File: src/rtl/dcdir_ctl.sv
// dcdir_ctl: controller in front of the L1 D-cache directory array
// (LINES entries of TAG_W+2 bits). It owns every directory read and write and
// serves, in fixed priority, flash-invalidate (flush), reload fills,
// invalidate-by-address and tag lookups. The array shares its address
// between read and write, so at most one operation runs per cycle.
//
// Entry format: [TAG_W+1] valid, [TAG_W] even parity (^tag), [TAG_W-1:0] tag.
//
// Ports:
//   clk, rst                   clock, synchronous active-high reset
//   req_val/req_ea/req_rdy     lookup request / accept
//   rsp_val/rsp_hit/rsp_perr   lookup result, one cycle after accept
//   rld_val/rld_ea/rld_rdy     reload fill request / accept
//   inv_val/inv_ea/inv_rdy     invalidate-by-address request / accept
//   inv_done/inv_hit           invalidate completion pulse, line-was-valid flag
//   flush_val/flush_rdy        flash-invalidate request / accept
//   init_done                  directory cleaned once, controller operational
//   dir_rd_adr/dir_rd_dat      array read port (combinational data)
//   dir_wr_en/adr/dat          array write port (enable is all-0 or all-1)
module dcdir_ctl #(
    parameter int LINES  = 128,
    parameter int IDX_W  = 7,
    parameter int OFFS_W = 5,
    parameter int TAG_W  = 20
) (
    input  logic               clk,
    input  logic               rst,
    input  logic               req_val,
    input  logic [31:0]        req_ea,
    output logic               req_rdy,
    output logic               rsp_val,
    output logic               rsp_hit,
    output logic               rsp_perr,
    input  logic               rld_val,
    input  logic [31:0]        rld_ea,
    output logic               rld_rdy,
    input  logic               inv_val,
    input  logic [31:0]        inv_ea,
    output logic               inv_rdy,
    output logic               inv_done,
    output logic               inv_hit,
    input  logic               flush_val,
    output logic               flush_rdy,
    output logic               init_done,
    output logic [IDX_W-1:0]   dir_rd_adr,
    input  logic [TAG_W+1:0]   dir_rd_dat,
    output logic [3:0]         dir_wr_en,
    output logic [IDX_W-1:0]   dir_wr_adr,
    output logic [TAG_W+1:0]   dir_wr_dat
);

    localparam int ENT_W = TAG_W + 2;
    localparam logic [IDX_W-1:0] LAST_IDX = IDX_W'(LINES - 1);

    typedef enum logic [1:0] {INIT, IDLE, INV_WR} state_t;

    state_t             state;
    logic [IDX_W-1:0]   cnt;
    logic [IDX_W-1:0]   inv_idx_p1;
    logic               inv_match_p1;
    logic               inv_done_p1;
    logic               inv_hit_p1;

    function automatic logic [IDX_W-1:0] ea_idx(input logic [31:0] ea);
        return ea[OFFS_W+IDX_W-1:OFFS_W];
    endfunction

    function automatic logic [TAG_W-1:0] ea_tag(input logic [31:0] ea);
        return ea[31:OFFS_W+IDX_W];
    endfunction

    // Offset bits never address the directory.
    logic unused_offs;
    assign unused_offs = ^{req_ea[OFFS_W-1:0], rld_ea[OFFS_W-1:0], inv_ea[OFFS_W-1:0]};

    // Fixed priority: flush > reload > invalidate > lookup.
    logic idle;
    assign idle      = (state == IDLE);
    assign flush_rdy = idle;
    assign rld_rdy   = idle && !flush_val;
    assign inv_rdy   = idle && !flush_val && !rld_val;
    assign req_rdy   = idle && !flush_val && !rld_val && !inv_val;

    logic do_flush, do_rld, do_inv, do_req;
    assign do_flush = flush_val && flush_rdy;
    assign do_rld   = rld_val && rld_rdy;
    assign do_inv   = inv_val && inv_rdy;
    assign do_req   = req_val && req_rdy;

    // Decode of the entry currently on the read port.
    logic             ent_valid;
    logic             ent_perr;
    logic             req_tag_eq;
    logic             inv_tag_eq;
    assign ent_valid  = dir_rd_dat[ENT_W-1];
    assign ent_perr   = ent_valid && (^dir_rd_dat[TAG_W:0]);
    assign req_tag_eq = (dir_rd_dat[TAG_W-1:0] == ea_tag(req_ea));
    assign inv_tag_eq = (dir_rd_dat[TAG_W-1:0] == ea_tag(inv_ea));

    // Write port: init clear, invalidate clear, or reload fill.
    logic wr;
    always_comb begin
        wr         = 1'b0;
        dir_wr_adr = cnt;
        dir_wr_dat = '0;
        if (state == INIT) begin
            wr = 1'b1;
        end else if (state == INV_WR) begin
            wr         = inv_match_p1;
            dir_wr_adr = inv_idx_p1;
        end else if (do_rld) begin
            wr         = 1'b1;
            dir_wr_adr = ea_idx(rld_ea);
            dir_wr_dat = {1'b1, ^ea_tag(rld_ea), ea_tag(rld_ea)};
        end
    end

    assign dir_wr_en = {4{wr && !rst}};

    // A write cycle owns the shared address; otherwise read for the
    // invalidate being accepted, defaulting to the lookup index.
    always_comb begin
        if (wr)          dir_rd_adr = dir_wr_adr;
        else if (do_inv) dir_rd_adr = ea_idx(inv_ea);
        else             dir_rd_adr = ea_idx(req_ea);
    end

    // A reset arriving while the invalidate completes swallows its pulse.
    assign inv_done = inv_done_p1 && !rst;
    assign inv_hit  = inv_hit_p1 && !rst;

    always_ff @(posedge clk) begin
        if (rst) begin
            state        <= INIT;
            cnt          <= '0;
            rsp_val      <= 1'b0;
            rsp_hit      <= 1'b0;
            rsp_perr     <= 1'b0;
            inv_done_p1  <= 1'b0;
            inv_hit_p1   <= 1'b0;
            inv_match_p1 <= 1'b0;
            init_done    <= 1'b0;
        end else begin
            rsp_val     <= 1'b0;
            inv_done_p1 <= 1'b0;
            inv_hit_p1  <= 1'b0;
            case (state)
                INIT: begin
                    cnt <= cnt + 1'b1;
                    if (cnt == LAST_IDX) begin
                        state     <= IDLE;
                        init_done <= 1'b1;
                    end
                end
                IDLE: begin
                    if (do_flush) begin
                        state <= INIT;
                        cnt   <= '0;
                    end else if (do_inv) begin
                        // Parity is deliberately ignored: a corrupt but matching
                        // line is still removed.
                        inv_idx_p1   <= ea_idx(inv_ea);
                        inv_match_p1 <= ent_valid && inv_tag_eq;
                        inv_done_p1  <= 1'b1;
                        inv_hit_p1   <= ent_valid && inv_tag_eq;
                        state        <= INV_WR;
                    end else if (do_req) begin
                        rsp_val  <= 1'b1;
                        rsp_hit  <= ent_valid && req_tag_eq && !ent_perr;
                        rsp_perr <= ent_perr;
                    end
                end
                INV_WR: state <= IDLE;
                default: state <= INIT;
            endcase
        end
    end

endmodule

File: config.mk
export PLATFORM = sky130hd
export DESIGN_NAME = dcdir_ctl
export DESIGN_NICKNAME = d
export VERILOG_FILES = /design/src/rtl/dcdir_ctl.sv
export SDC_FILE = /design/constraint.sdc
export NUM_CORES = 1
export LEC_CHECK = 0
export CELL_PAD_IN_SITES_DETAIL_PLACEMENT = 0
export CELL_PAD_IN_SITES_GLOBAL_PLACEMENT = 1
export CORE_MARGIN = 3
export CORE_UTILIZATION = 24
export DETAILED_ROUTE_END_ITERATION = 7
export HOLD_SLACK_MARGIN = 0.12
export PLACE_DENSITY = 0.89
export SETUP_SLACK_MARGIN = 0.02
export SLEW_MARGIN = 20
export SYNTH_ARGS = -nofsm -noshare
export SYNTH_HDL_FRONTEND = slang
export SYNTH_SLANG_ARGS = --single-unit
export TNS_END_PERCENT = 20
File: constraint.sdc
create_clock -name clk -period 4.45 [get_ports clk]
set_clock_uncertainty 0.2 [all_clocks]
set_input_delay 0.445 -clock clk [delete_from_list [all_inputs] [get_ports clk]]
set_output_delay 0.445 -clock clk [all_outputs]
set_load 0.05 [all_outputs]
==> metrics.yaml, run 1 <==
grt_busiest_layer: "met2"
synth_flop_cell: "sky130_fd_sc_hd__dfxtp_1"
r2r_start: "state[0]"
route.detailed.drc: 0
power_per_cell_area_nw_per_um2: 167
synth.lib_cells_used.distinct: 38
min_path_cells: 2
timing.critical_path.required_ps: 3810
final-max-slew-violation-count: 0
hold_ws_ps: 279
globalRouteMet2Util_pct: 27.8
path_class: "in -> out"
globalRouteMet1Util_pct: 16.5
ys_warns: 0
place_worst_setup_slack_ps: 807
grt_max_degree: 24
timing.slew.headroom_pct: 49.5
cts-root-buf: "sky130_fd_sc_hd__clkbuf_8"
routed_wirelength_um: 8040
dp.cells: 520
place.detailed.hpwl_um: 6870
synth_top_area_cell: "sky130_fd_sc_hd__xnor2_1"
antenna_found_initial: 0
placementRows: 34
asyncSetResetFlopFracSynth_pct: 0
timing.reg2reg.worst_path_depth: 7
post_synth_and_or_nand_nor_area_fraction_pct: 25.8
worstReg2RegEnd: "rsp_perr"
power.leakage_nw: 1.56
post-layout-total-power_mw: 0.658
worst_slew_pin_slew_ps: 755
ff2ff_setup_slack_ps: 1860
hp-start: "rsp_hit"
gr-usage-all-layers_pct: 14.5
run_status: "complete, no violations"
clock_sink_count: 23
grt_setup_unrepaired: "false"
post_synth.cell_area_avg_um2: 8.42
synth_edf_count: 7
nNetsFinal: 542
mappedNetlistArea_um2: 2240
dominant_cells_by_area_after_synthesis: "sky130_fd_sc_hd__xnor2_1 19%, sky130_fd_sc_hd__dfxtp_1 14%, sky130_fd_sc_hd__edfxtp_1 9.4%, sky130_fd_sc_hd__xor2_1 8.6%, sky130_fd_sc_hd__and3_1 5.6%"
post_cts_clock_slew_at_the_launch_and_capture_registers_of_the_worst_setup_and_hold_paths_ps: 80
worst_ep_arrival_time_ps: 2980
ctsHtreeMaxLevel: 1
gr_overflow_total: 0
drt_pass1_iterations: 4
route.vias.total: 2452
largest_family_of_logic_cells_by_synthesized_area: "XOR/XNOR gates"
critical_path.endpoint_type: "primary output"
fmax_mhz: 276
final-hold-violation-count: 0
crit_path_start: "flush_val"
synth.most_common_cell: "sky130_fd_sc_hd__xnor2_1"
cts_hold_buf: 0
post_layout_nonfiller_instances: 524
final.min_clock_period_ps: 3620
synth.area.mux_share_pct: 1.34
floorplan.core_area_um2: 8890
postRouteAntennaNets: 0
clk_latency_ps: 270
number_of_buffers_created_by_cts: 3
i_o_pins: 174
vdd_ir_drop_max_v: 0.000107
initial_drt_markers: 59
post-cts-setup-buffers: 0
die_ar_um2: 10500
cts_buffer_depth: 2
drv.max_cap_violation_count: 0
post_synth_fa_ha_maj_area_fraction_pct: 0.559
final_min_period_over_clock_period_pct: 81.4
final_layout_size_suffix_gt1_share_pct: 5.53
route.detailed.wl_per_inst_um: 15.3
worstHoldEndpoint: "rsp_hit"
post_synth_xor_xnor_area_pct: 32.1
worst-path-max-fanout: 23
groute.layer.met3.usage_pct: 3.79
globalplace.congestion: 0.805
hp-class: "reg -> reg"
flow.area_growth_from_synthesis_pct: 76.1
sum_of_negative_setup_slack_ps: 0
grt_first_pass_wirelength_um: 12100
timing.final.setup_violations: 0
post_synth_most_frequent_cells: "48 x sky130_fd_sc_hd__xnor2_1, 22 x sky130_fd_sc_hd__xor2_1, 21 x sky130_fd_sc_hd__nor2_1, 20 x sky130_fd_sc_hd__and3_1, 18 x sky130_fd_sc_hd__nand3_1"
synthesized_area_fraction_occupied_by_ao_oa_aoi_and_oai_cells_pct: 12.9
die_width_um: 103
start_kind: "input pin"
pnr_worst_setup_slack_ps: 827
initial_utilization_pct: 25.2
sequential_area_share_after_synthesis_pct: 23.7
count_of_instances_resized_after_the_clock_tree_is_built: 0
synthCells: 266
yosys_register_bits: 23
average_via_count_per_standard_cell: 4.68
antennaDiodeCount: 0
io_buffers: 158
tritoncts: "yes"
synthDominantCellAreaShare_pct: 18.8
chipHeight_um: 103
number_of_global_route_vias_before_repair: 2554
syn-num-nets: 391
[how the worst max path moves through the flow]
stage                                to  cells after the start
after floorplan            dir_wr_en[1]                      7
after global placement    dir_wr_adr[3]                      8
after detailed placement  dir_wr_adr[5]                      8
after CTS                 dir_wr_adr[5]                      8
after global routing      dir_wr_adr[5]                      7
final                     dir_wr_adr[5]                      8
[where the power goes]
| group | total (mW) | leakage, nW | internal [mW] | switching, mW |
|---|---|---|---|---|
| Sequential | 0.221 | 0.192 | 0.218 | 0.00303 |
| Clock | 0.130 | 0.0255 | 0.0625 | 0.0675 |
| Combinational | 0.307 | 1.35 | 0.186 | 0.121 |
| Total | 0.658 | 1.56 | 0.467 | 0.191 |
[per-stage QoR]
stage	area, um2	utilization, %
final	3940	44.3
after global routing	3940	44.3
after detailed placement	3890	43.8
after global placement	3890	43.8
after CTS	3940	44.3
after floorplan	2240	-
[cell usage in the layout (no fill, tap or decap), drive strengths merged, types with 6 or more instances in the layout]
cell type      instances
nor3                   6
nand3                 18
nand2                 13
a21oi                  6
nor2                  21
xor2                  22
nand4                  6
a21o                   8
clkdlybuf4s50        147
buf                   14
edfxtp                 7
dfxtp                 16
a22o                   7
xnor2                 49
and3                  20
o21a                   6
[area by class of cell]
cell class / instances / area [um2]
Inverter: 3 / 11.3
Clock buffer: 3 / 41.3
Timing Repair Buffer: 161 / 1590
Sequential cell: 23 / 531
Multi-Input combinational cell: 225 / 1630
Fill cell: 876 / 4950
Clock inverter: 1 / 5.00
Tap cell: 108 / 135
[registers in the layout (all words and copies together) (netlist names)]
| register | cells |
|---|---|
| cnt | 7 |
| inv_idx_p1 | 7 |
| state | 2 |
| init_done | 1 |
| inv_done_p1 | 1 |
| inv_hit_p1 | 1 |
| inv_match_p1 | 1 |
| rsp_hit | 1 |
| rsp_perr | 1 |
| rsp_val | 1 |
[cell families after synthesis]
family,Yosys count
xor gates and xnor gates,75
DFF,23
and+or+nand+nor,106
muxes,3
buffers and inverters,18
adders and majority gates,1
AOI/OAI and AO/OA,40
[worst max-delay path: stages]
cell and delay [ps]:
sky130_fd_sc_hd__clkdlybuf4s50_1 550, sky130_fd_sc_hd__nor3b_2 70, sky130_fd_sc_hd__buf_4 220, sky130_fd_sc_hd__nand2_1 160, sky130_fd_sc_hd__inv_2 130, sky130_fd_sc_hd__nor2_1 380
sky130_fd_sc_hd__a21o_1 210, sky130_fd_sc_hd__clkdlybuf4s50_1 810
[per-layer routing]
layer  routed length (um)  vias up  share of wire (%)
met3                  573        2                7.1
met1                 3090     1138                 38
li1                     -     1230                  -
met4                   19        0               0.24
met2                 4350       82                 54
met5                    0        -                  0
(Power assumes the default switching activity.)
==> inputs of run 2 (changes only) <==
CORE_UTILIZATION = 23   (was 24)
PLACE_DENSITY = 0.85   (was 0.89)
clock period = 3.8 ns   (was 4.45 ns; I/O delays follow)
==> metrics.yaml, run 2 (synthesis gave the netlist of run 1 again) <==
final_layout_size_suffix_gt1_share_pct: 8.37  # +2.8 points
cts-root-buf: "sky130_fd_sc_hd__clkbuf_8"
antenna_found_initial: 0  # unchanged
critical_path.endpoint_type: "primary output"
timing.slew.headroom_pct: 61.5  # +12 points
drv.max_cap_violation_count: 0  # unchanged
run_status: "complete, no violations"
floorplan.core_area_um2: 9330  # +4.9%
grt_first_pass_wirelength_um: 12600  # +3.6%
dp.cells: 543  # +4.4%
filler_cell_count: 940  # +7.3%
postRouteAntennaNets: 0  # unchanged
layout_commonest_cell: "sky130_fd_sc_hd__clkdlybuf4s50_1"
flow.area_growth_from_synthesis_pct: 82.8
min_path_cells: 2  # unchanged
timing.final.setup_violations: 0  # unchanged
count_of_instances_resized_after_the_clock_tree_is_built: 0  # unchanged
sequence_of_cells_on_the_critical_path: "clkdlybuf4s50_1, nand2b_1, inv_2, nand2_1, mux2i_1, a21oi_1, buf_12"
route.detailed.wl_per_inst_um: 14.5  # -5.8%
globalplace.congestion: 0.788  # -2.0%
die_width_um: 105  # +2.0%
sequential_cell_area_um2: 531  # unchanged
post_layout_nonfiller_instances: 547  # +4.4%
place.detailed.hpwl_um: 6790  # -1.1%
post_cts_clock_slew_at_the_launch_and_capture_registers_of_the_worst_setup_and_hold_paths_ps: 80  # about the same
grt_max_degree: 23  # -4.2%
clk_latency_ps: 260  # about the same
final-max-slew-violation-count: 0  # unchanged
gr-usage-all-layers_pct: 13.9  # -0.58 points
final.min_clock_period_ps: 3190
tritoncts: "yes"
worst_slew_pin_slew_ps: 576  # -179 ps
fmax_mhz: 313
critPathMaxStageDelay_ps: 720  # -90 ps
nNetsFinal: 544  # +0.37%
chipHeight_um: 105  # +2.0%
drt_pass1_iterations: 4  # unchanged
number_of_buffers_created_by_cts: 3  # unchanged
multiInputGateArea_um2: 1630  # unchanged
r2r_start: "state[1]"
cts_hold_buf: 0  # unchanged
clock_sink_count: 23  # unchanged
die_ar_um2: 11000  # +4.1%
initial_drt_markers: 78  # +32%
io_buffers: 158  # unchanged
route.vias.total: 2415  # -1.5%
postLayoutCellArea_um2: 4090  # +3.8%
ff2ff_setup_slack_ps: 1660  # -200 ps
cp.buffers_inverters: 3  # -1
initial_utilization_pct: 24.0  # -1.2 points
final-hold-violation-count: 0  # unchanged
average_via_count_per_standard_cell: 4.41  # -5.7%
timing.critical_path.required_ps: 3220  # -590 ps
timing.reg2reg.worst_path_depth: 6  # -1
grt_setup_unrepaired: "false"
post-cts-setup-buffers: 0  # unchanged
post_dp_cell_area_um2: 4050  # +3.9%
final_min_period_over_clock_period_pct: 84.1
hp-start: "rsp_hit"
start_kind: "input pin"
vdd_ir_drop_max_v: 0.000104  # -3.1%
worstHoldEndpoint: "rsp_hit"
worst_ep_arrival_time_ps: 2610  # -370 ps
gr_overflow_total: 0  # unchanged
placementRows: 35  # +2.9%
final_cell_mix: "136 x sky130_fd_sc_hd__clkdlybuf4s50_1, 48 x sky130_fd_sc_hd__xnor2_1, 22 x sky130_fd_sc_hd__xor2_1, 21 x sky130_fd_sc_hd__nor2_1, 20 x sky130_fd_sc_hd__and3_1"
power_per_cell_area_nw_per_um2: 192  # +15%
place_worst_setup_slack_ps: 575  # -232 ps
post-layout-total-power_mw: 0.786  # +19%
critical-path-slowest-cell: "sky130_fd_sc_hd__clkdlybuf4s50_1"
crit_family: "buffers and inverters"
hp-class: "reg -> reg"
power.leakage_nw: 1.63  # +4.4%
routed_wirelength_um: 7910  # -1.6%
reg.largest.list: "cnt x7, inv_idx_p1 x7, state x2"
hold_ws_ps: 288  # +8.61 ps
antennaDiodeCount: 0  # unchanged
ctsHtreeMaxLevel: 1  # unchanged
fin_util_pct: 43.9  # -0.47 points
sum_of_negative_setup_slack_ps: 0  # unchanged
cts_buffer_depth: 2  # unchanged
i_o_pins: 174  # unchanged
worstReg2RegEnd: "rsp_perr"
path_class: "in -> out"
route.detailed.drc: 0  # unchanged
number_of_global_route_vias_before_repair: 2556  # +0.078%
worst-path-max-fanout: 22  # -4.3%
crit_path_start: "rld_val"
pnr_worst_setup_slack_ps: 606  # -221 ps
run 2: layout make-up:
cell class	instances	area share [%]
multi-input cells	225	39.8
repair buffers	163	41.9
inverters	3	0.275
flip-flops and latches	23	13.0
well taps	129	3.94
clock buffers	4	1.10
run 2: metal layers:
layer / share of wire (%) / global-route usage [%] / routed length, um / up-vias
li1: - / - / - / 1245
met1: 40 / 16.3 / 3160 / 1087
met2: 53 / 26.0 / 4170 / 79
met3: 6.7 / 3.34 / 530 / 4
met4: 0.48 / 1.97 / 38 / 0
met5: 0 / 0 / 0 / -
run 2: how the worst max path moves through the flow:
stage                         end  slack [ps]  cells past startpoint
global route        dir_rd_adr[6]         400                      7
detailed placement  dir_rd_adr[6]         570                      7
global placement    dir_rd_adr[6]         580                      7
floorplan            dir_wr_en[1]         730                      7
CTS                 dir_rd_adr[3]         580                      9
finish              dir_rd_adr[6]         610                      7
run 2: power breakdown:
part           total (mW)  internal (mW)  leakage (nW)  switching, mW
logic               0.374          0.230          1.42          0.143
registers           0.259          0.255         0.192        0.00388
clock network       0.153         0.0748        0.0228         0.0782
run 2: worst register-to-register path, cell delays in order (launching register included):
cell	delay, ps
sky130_fd_sc_hd__dfxtp_1	470
sky130_fd_sc_hd__nor3b_2	310
sky130_fd_sc_hd__nand2b_1	170
sky130_fd_sc_hd__inv_2	220
sky130_fd_sc_hd__nand3b_4	130
sky130_fd_sc_hd__or4_1	530
sky130_fd_sc_hd__nand3_1	70
